**config.mk**
```make
export PLATFORM = sky130hd
export DESIGN_NAME = wb_cmd_master
export DESIGN_NICKNAME = d
export VERILOG_FILES = /design/src/rtl/wb_cmd_pkg.sv /design/src/rtl/wb_cmd_master.sv
export SDC_FILE = /design/constraint.sdc
export NUM_CORES = 1
export LEC_CHECK = 0
export CAP_MARGIN = 25
export CORE_MARGIN = 1
export CORE_UTILIZATION = 50
export DETAILED_ROUTE_END_ITERATION = 10
export PLACE_DENSITY = 0.86
export SYNTH_ARGS = -nofsm -noshare
export SYNTH_HDL_FRONTEND = slang
export SYNTH_SLANG_ARGS = --single-unit
```
**constraint.sdc**
```tcl
create_clock -name clk -period 6.75 [get_ports clk]
set_clock_uncertainty 0.1 [all_clocks]
set_input_delay 1.35 -clock clk [delete_from_list [all_inputs] [get_ports clk]]
set_output_delay 1.35 -clock clk [all_outputs]
set_load 0.05 [all_outputs]
```
**src/rtl/wb_cmd_pkg.sv**
```systemverilog
`default_nettype none
// ============================================================================
// Module   : wb_cmd_pkg
// Purpose  : Opcodes, response codes and FSM encodings for wb_cmd_master.
// Revision : 1.0  initial release
// ============================================================================
package wb_cmd_pkg;

    localparam logic [1:0] CMD_SETADDR = 2'b00;
    localparam logic [1:0] CMD_WRITE   = 2'b01;
    localparam logic [1:0] CMD_READ    = 2'b10;
    localparam logic [1:0] CMD_RSVD    = 2'b11;

    localparam logic [1:0] RSP_ADDR    = 2'b00;
    localparam logic [1:0] RSP_WACK    = 2'b01;
    localparam logic [1:0] RSP_RDATA   = 2'b10;
    localparam logic [1:0] RSP_ERR     = 2'b11;

    localparam logic [1:0] ST_IDLE     = 2'd0;
    localparam logic [1:0] ST_REQ      = 2'd1;
    localparam logic [1:0] ST_WAIT     = 2'd2;

endpackage
`default_nettype wire

```
**src/rtl/wb_cmd_master.sv**
```systemverilog
`default_nettype none
// ============================================================================
// Module   : wb_cmd_master
// Purpose  : Executes 34-bit command words as single pipelined Wishbone
//            transactions and returns one response word per command.
// Revision : 1.0  initial release
// ============================================================================
module wb_cmd_master
    import wb_cmd_pkg::*;
#(
    parameter int TIMEOUT = 1023,
    parameter int TW      = 10
) (
    input  logic        clk,
    input  logic        reset,
    input  logic        cmd_stb,
    input  logic [33:0] cmd_word,
    output logic        cmd_busy,
    output logic        rsp_stb,
    output logic [33:0] rsp_word,
    output logic        wb_cyc,
    output logic        wb_stb,
    output logic        wb_we,
    output logic [29:0] wb_addr,
    output logic [31:0] wb_data_o,
    output logic [3:0]  wb_sel,
    input  logic        wb_stall,
    input  logic        wb_ack,
    input  logic        wb_err,
    input  logic [31:0] wb_data_i
);

    localparam logic [TW-1:0] c_TIMEOUT = TW'(TIMEOUT);

    logic [1:0]    r_state_q,    w_state_d;
    logic [29:0]   r_addr_q,     w_addr_d;
    logic          r_inc_q,      w_inc_d;
    logic [TW-1:0] r_timer_q,    w_timer_d;
    logic          r_cyc_q,      w_cyc_d;
    logic          r_stb_q,      w_stb_d;
    logic          r_we_q,       w_we_d;
    logic [29:0]   r_wb_addr_q,  w_wb_addr_d;
    logic [31:0]   r_wdata_q,    w_wdata_d;
    logic [3:0]    r_sel_q,      w_sel_d;
    logic          r_rsp_stb_q,  w_rsp_stb_d;
    logic [33:0]   r_rsp_word_q, w_rsp_word_d;

    logic [1:0]    w_op;
    logic [31:0]   w_payload;
    logic          w_done;
    logic          w_ok;

    assign w_op      = cmd_word[33:32];
    assign w_payload = cmd_word[31:0];

    always_comb begin
        w_state_d    = r_state_q;
        w_addr_d     = r_addr_q;
        w_inc_d      = r_inc_q;
        w_timer_d    = r_timer_q;
        w_cyc_d      = r_cyc_q;
        w_stb_d      = r_stb_q;
        w_we_d       = r_we_q;
        w_wb_addr_d  = r_wb_addr_q;
        w_wdata_d    = r_wdata_q;
        w_sel_d      = r_sel_q;
        w_rsp_stb_d  = 1'b0;
        w_rsp_word_d = r_rsp_word_q;
        w_done       = 1'b0;
        w_ok         = wb_ack & ~wb_err;

        case (r_state_q)
            ST_IDLE: begin
                if (cmd_stb) begin
                    case (w_op)
                        CMD_SETADDR: begin
                            w_addr_d     = w_payload[31:2];
                            w_inc_d      = w_payload[0];
                            w_rsp_stb_d  = 1'b1;
                            w_rsp_word_d = {RSP_ADDR, w_payload[31:2], 1'b0, w_payload[0]};
                        end
                        CMD_WRITE, CMD_READ: begin
                            w_state_d   = ST_REQ;
                            w_cyc_d     = 1'b1;
                            w_stb_d     = 1'b1;
                            w_we_d      = (w_op == CMD_WRITE);
                            w_wb_addr_d = r_addr_q;
                            w_sel_d     = 4'hF;
                            if (w_op == CMD_WRITE) begin
                                w_wdata_d = w_payload;
                            end
                        end
                        default: begin
                            w_rsp_stb_d  = 1'b1;
                            w_rsp_word_d = {RSP_ERR, r_addr_q, 2'b00};
                        end
                    endcase
                end
            end
            ST_REQ: begin
                // An ack/err arriving in the accepting cycle completes at once.
                if (!wb_stall) begin
                    w_stb_d   = 1'b0;
                    w_timer_d = '0;
                    w_state_d = ST_WAIT;
                    w_done    = wb_ack | wb_err;
                end
            end
            ST_WAIT: begin
                w_done = wb_ack | wb_err | (r_timer_q == c_TIMEOUT);
                if (!w_done) begin
                    w_timer_d = r_timer_q + TW'(1);
                end
            end
            default: begin
                w_state_d = ST_IDLE;
                w_cyc_d   = 1'b0;
                w_stb_d   = 1'b0;
            end
        endcase

        if (w_done) begin
            w_state_d   = ST_IDLE;
            w_cyc_d     = 1'b0;
            w_stb_d     = 1'b0;
            w_sel_d     = 4'h0;
            w_rsp_stb_d = 1'b1;
            if (w_ok) begin
                w_rsp_word_d = r_we_q ? {RSP_WACK, r_wb_addr_q, 2'b00}
                                      : {RSP_RDATA, wb_data_i};
                if (r_inc_q) begin
                    w_addr_d = r_addr_q + 30'd1;
                end
            end else begin
                w_rsp_word_d = {RSP_ERR, r_wb_addr_q, 2'b00};
            end
        end
    end

    always_ff @(posedge clk) begin
        if (reset) begin
            r_state_q    <= ST_IDLE;
            r_addr_q     <= '0;
            r_inc_q      <= 1'b0;
            r_timer_q    <= '0;
            r_cyc_q      <= 1'b0;
            r_stb_q      <= 1'b0;
            r_we_q       <= 1'b0;
            r_wb_addr_q  <= '0;
            r_wdata_q    <= '0;
            r_sel_q      <= '0;
            r_rsp_stb_q  <= 1'b0;
            r_rsp_word_q <= '0;
        end else begin
            r_state_q    <= w_state_d;
            r_addr_q     <= w_addr_d;
            r_inc_q      <= w_inc_d;
            r_timer_q    <= w_timer_d;
            r_cyc_q      <= w_cyc_d;
            r_stb_q      <= w_stb_d;
            r_we_q       <= w_we_d;
            r_wb_addr_q  <= w_wb_addr_d;
            r_wdata_q    <= w_wdata_d;
            r_sel_q      <= w_sel_d;
            r_rsp_stb_q  <= w_rsp_stb_d;
            r_rsp_word_q <= w_rsp_word_d;
        end
    end

    assign cmd_busy  = (r_state_q != ST_IDLE);
    assign rsp_stb   = r_rsp_stb_q;
    assign rsp_word  = r_rsp_word_q;
    assign wb_cyc    = r_cyc_q;
    assign wb_stb    = r_stb_q;
    assign wb_we     = r_we_q;
    assign wb_addr   = r_wb_addr_q;
    assign wb_data_o = r_wdata_q;
    assign wb_sel    = r_sel_q;

endmodule
`default_nettype wire

```
# --- Word level (Yosys, flattened, before mapping) ---
# Cells that the tools add are included.
totals:
  ff_bits: 144
  in_bits: 72
  output_inout_bits: 105
  wordCells: 76
op_classes:
  addsub: 2
  eq_ne: 10
  n_mux: 30
  bitwise_logic: 6
  n_reduce_logical: 16
op_table:
  columns: ["operator", "n"]
  rows:
  - ["$mux W30", 6]
  - ["$mux W34", 5]
  - ["$pmux W34 S2", 1]
  - ["$add A30 B1 Y30 const B", 1]
  - ["$mux W10", 2]
  - ["$pmux W10 S2", 1]
  - ["$reduce_and A3 Y1", 5]
  - ["$add A10 B1 Y10 const B", 1]
  - ["$eq A10 B10 Y1 const B", 1]
  - ["$ne A2 B2 Y1 const B", 5]
  - ["$mux W1", 8]
  - ["$reduce_and A4 Y1", 2]
  - ["$reduce_bool A2 Y1", 4]
  - ["$mux W2", 3]
  - ["$pmux W2 S3", 1]
  - ["$reduce_or A2 Y1", 3]
  - ["$eq A2 B1 Y1 const B", 2]
  - ["$eq A2 B2 Y1 const B", 2]
  - ["$logic_not A2 Y1", 2]
  - ["$pmux W1 S2", 2]
  - ["$not A1 Y1", 3]
  - ["$pmux W1 S3", 1]
  - ["$or A1 B1 Y1", 2]
  - ["$and A1 B1 Y1", 1]

# --- Longest topological paths before layout ---
logic_depth:
  word_depth: 7
  ltp_mapped: 10

# --- Least setup slack after synthesis ---
# Ideal clock, no wire load.
synth_timing:
  path_kind: "in2reg"
  start: "input port cmd_word[33]"
  end: "register r_rsp_word_q[13], in the netlist rsp_word[13]"
  arrival_ns: 2.730
  path_slack_ns: 3.786
  path_stages: 8
  path_cell_list: "inv_1 -> ha_1 -> clkbuf_1 -> buf_1 -> mux2i_1 -> nor2_1 -> a211oi_1 -> a211oi_1"
synth_between:
  elab_chain_cells: 6
  word_cells_on_any_way: 10
  classes_between: "3 x eq/ne; 4 x mux; 3 x reduce/logical"
synth_lines:
  columns: ["element", "line", "source"]
  rows:
  - ["start, declared", "wb_cmd_master.sv:17", "input logic [33:0] cmd_word,"]
  - ["$eq A2 B1 Y1 / $eq A2 B2 Y1 (equally long branches)", "wb_cmd_master.sv:75", "case (w_op)"]
  - ["$reduce_or A2 Y1", "wb_cmd_master.sv:75", null]
  - ["$pmux W34 S2", "wb_cmd_master.sv:75", null]
  - ["$mux W34", "wb_cmd_master.sv:74", "if (cmd_stb) begin"]
  - ["$mux W34", "wb_cmd_master.sv:72", "case (r_state_q)"]
  - ["$mux W34", "wb_cmd_master.sv:122", "if (w_done) begin"]
  - ["end signal, assigned", "wb_cmd_master.sv:166", "r_rsp_word_q <= w_rsp_word_d;"]
  - ["end, declared", "wb_cmd_master.sv:46", "logic [33:0] r_rsp_word_q, w_rsp_word_d;"]
# Several ways; a longest one is shown, not always the timed one. The select of a mux whose other input is x is not followed.
# A chain may end at the register's enable or synchronous reset.

# --- Worst setup path in the final report ---
layout_timing:
  start: "input port cmd_word[32]"
  end: "register r_addr_q[4]"
layout_between:
  elab_chain_cells: 7
layout_lines:
  columns: ["element", "line", "source"]
  rows:
  - ["$logic_not A2 Y1 (*)", "wb_cmd_master.sv:75", null]
  - ["$mux W30 (*)", "wb_cmd_master.sv:75", null]
  - ["$mux W30 (*)", "wb_cmd_master.sv:74", null]
  - ["$mux W30 (*)", "wb_cmd_master.sv:72", null]
  - ["$mux W30", "wb_cmd_master.sv:131", "if (r_inc_q) begin"]
  - ["$mux W30", "wb_cmd_master.sv:128", "if (w_ok) begin"]
  - ["$mux W30 (*)", "wb_cmd_master.sv:122", null]
  - ["end signal, assigned", "wb_cmd_master.sv:156", "r_addr_q <= w_addr_d;"]
  - ["end, declared", "wb_cmd_master.sv:36", "logic [29:0] r_addr_q, w_addr_d;"]
# Mark *: on every way between the ends. The rest lies on a longest branch, timed or not.

==> metrics.md <==
| Metric | Value |
|---|---|
| Footprint of the multi-input gates | around 3800 um^2 |
| Measured slew at the worst slew-check pin | 1.04 ns |
| CTS H-tree lvls | 4 |
| Count of final hold-check violations | 0 |
| Post-DP Area | ~8700 um^2 |
| Synth Area in XOR/XNOR | less than 1% |
| Synth Register Bits | 143 |
| Final nets | between 1000 and 1500 |
| Num CTS Buffers | 17 |
| Hold Buf Count CTS | 0 |
| Ys flop type | dfxtp_1 |
| TritonCTS Sinks | between 100 and 150 |
| Row count | 42 |
| Worst Setup SP | cmd_word[32] |
| Largest net degree at the start of global routing | slightly above 90 |
| Critical Path Sink Type | register |
| Post-layout util | a little under 70% |
| EDFF count, synth | 0 |
| Classification of the worst setup path | input pin to register |
| Pre-CTS WS | between 2 and 2.5 ns |
| Post-CTS Setup Repair Bufs | 0 |
| Vias in the first global route | ~6500 |
| Wire length of the first global-routing pass | 32400 um |
| Post-synthesis sequential area ratio | 41.2% |
| Commonest non-fill, non-tap cells in the layout | clkdlybuf4s50_1 (175), nand2_1 (161), dfxtp_1 (143) |
| Ant. Diodes | 0 |
| Total grt overflow | 0 |
| Async S/R FF share, synth | 0% |
| Reg2Reg Setup Slack | about 3.7 ns |
| Die width | 120 um |
| Post-DP HPWL | approximately 13000 um |
| Share of the clock period used by the worst path | 60.4% |
| Area delta synth->final | 33.6% |
| CTS resizes | 0 |
| Startpoint types | input pin |
| Share of cells above drive strength 1 | under 10% |
| Pwr Density | roughly 290 nW/um^2 |
| WL per Instance | roughly 17 um |
| 1st-pass router iterations | 6 |
| Final GP Congestion | 0.890 |
| Main combinational cell family by area after synthesis | simple AND/OR/NAND/NOR gates |
| RSZ-0062 raised after global routing | false |
| Yosys Warn Count | 0 |
| Post-route ant nets | 0 |
| Drt total wl | around 20000 um |
| GRT Overall Usage | approximately 28% |
| Initial detailed-routing violation count | 670 |
| Setup TNS | 0 ns |
| Initial antenna violation count | 0 |
| Leak | around 3.1 nW |
| Clock Latency Late Sink | about 0.42 ns |
| Synthesized cell area | between 6000 and 7000 um^2 |
| Most common cell after layout, fill and taps aside | clkdlybuf4s50_1 |
| Max-Cap Viols | 0 |
| Crit path time final | 4.08 ns |
| Num ports | ~180 |
| Worst-case clock buffer depth | 2 |
| Post-synthesis mux area share | under 10% |
| Port-buffer cells | 176 |
| Final instance area | slightly above 9000 um^2 |
| Worst EP arrival | around 4.3 ns |
| F_max | between 200 and 250 MHz |
| Simple-Gate Fraction of Synth Area | 21.6% |
| Yosys top cell area share | slightly above 40% |
| DIE AREA | 14400 um^2 |
| Final worst-path setup slack | ~2.7 ns |
| Synth top area cells | dfxtp_1 (41%), mux2i_1 (8.9%), nand2_1 (8.7%), a211oi_1 (7.2%), a21oi_1 (6.3%) |
| Compound-Gate Fraction of Synth Area | around a fifth |
| Crit Reg-Reg Startpoint | wb_stb |
| Mapped Cells | 850 |
| Core area | about 13000 um^2 |
| Root Buffer | clkbuf_16 |
| CP Data Required Time | 7.00 ns |
| Total chip power | approximately 2.7 mW |
| Placed insts | 1138 |
| Starting density of the core | a little over 50% |
| Clk slew on worst S/H paths | ~0.060 ns |
| DRC viols | 0 |
| Total vias in the final route | between 6000 and 7000 |
| Fillcell total | between 1000 and 1500 |
| Status | complete, no violations |
| Max Slew Vio Count | 0 |
| Worst-path fanout max | 33 |
| Worst VDD drop | ~190 uV |
| Worst hold path type | register to register |
| Final non-filler cell total | 1170 |
| CTS tree | done |
| Worst rel slew slack | 30.4% |
| Synth area leader | dfxtp_1 |
| Setup Viol. Count Final | 0 |
| Hold Startpoint | wb_data_o[0] |
| Chip height | ~120 um |
| Avg Inst Size Synth | 8.18 um^2 |
| Vias/cell | 5.93 |
| Register area | about 2900 um^2 |
| Yosys cell types | 58 |
| Syn Nets | between 900 and 1000 |
| Hold WS | approximately 0.35 ns |
| Post-Synth Adder-Cell Area | under 10% |
-- cell type report --
| class | instances | share of cell area (%) |
|---|---|---|
| Clock buffer | 25 | 5.12 |
| Inverter | 12 | 0.485 |
| Clock inverter | 7 | 0.917 |
| Sequential cell | 143 | 30.8 |
| Tap cell | 176 | 2.37 |
| Timing Repair Buffer | 187 | 19.8 |
| Multi-Input combinational cell | 620 | 40.4 |
-- worst paths after layout --
path,end,depth (start not counted)
setup / recovery,r_addr_q[4],8
hold / removal,wb_data_o[0],2
setup reg to reg,r_addr_q[4],7
hold reg to reg,wb_data_o[0],2
-- Yosys cell counts, types with 4 or more instances --
library cell  count
nand2_1         161
dfxtp_1         143
a21oi_1          88
a211oi_1         67
mux2i_1          62
nor2_1           60
clkbuf_1         49
nor3_1           20
buf_2            19
nand3_1          18
o21ai_0          16
inv_1            12
and3_1           10
a311oi_1          9
nand4_1           9
nor4_1            8
ha_1              7
a2bb2oi_1         5
a31oi_1           5
and2_1            5
o211ai_1          5
o31ai_1           5
xnor2_1           5
and4_1            4
o21a_1            4
-- layer usage --
metal | up-vias | global-route usage, % | share of wire [%]
met5 | - | 0 | 0
met4 | 0 | 9.45 | 1.3
met3 | 33 | 7.13 | 7.4
met2 | 290 | 46.7 | 48
met1 | 3309 | 35.8 | 43
li1 | 3305 | - | -
-- worst max-delay path, stage by stage --
cell	delay, ns
clkdlybuf4s50_1	0.45
inv_1	0.08
ha_2	0.16
buf_4	0.46
nand3_1	0.50
nor2_2	0.88
a22oi_1	0.24
a21oi_1	0.19
-- cell families after synthesis --
kind of cell,Yosys count
flops,143
mux,62
fa+ha+maj,7
compound gates,226
simple gates,320
buf+inv,87
xor+xnor,5
-- registers in the layout (all words and copies together), names as in the netlist, 10 cells and up --
name	count
rsp_word	34
r_timer_q	10
r_addr_q	30
wb_data_o	32
wb_addr	30
-- power breakdown --
group	internal (mW)	switching, mW	leakage, nW
clock	0.560	0.346	0.279
combinational	0.265	0.504	1.69
sequential	0.916	0.0600	1.16
total	1.74	0.909	3.13
Power figures use the tool's default switching activity.
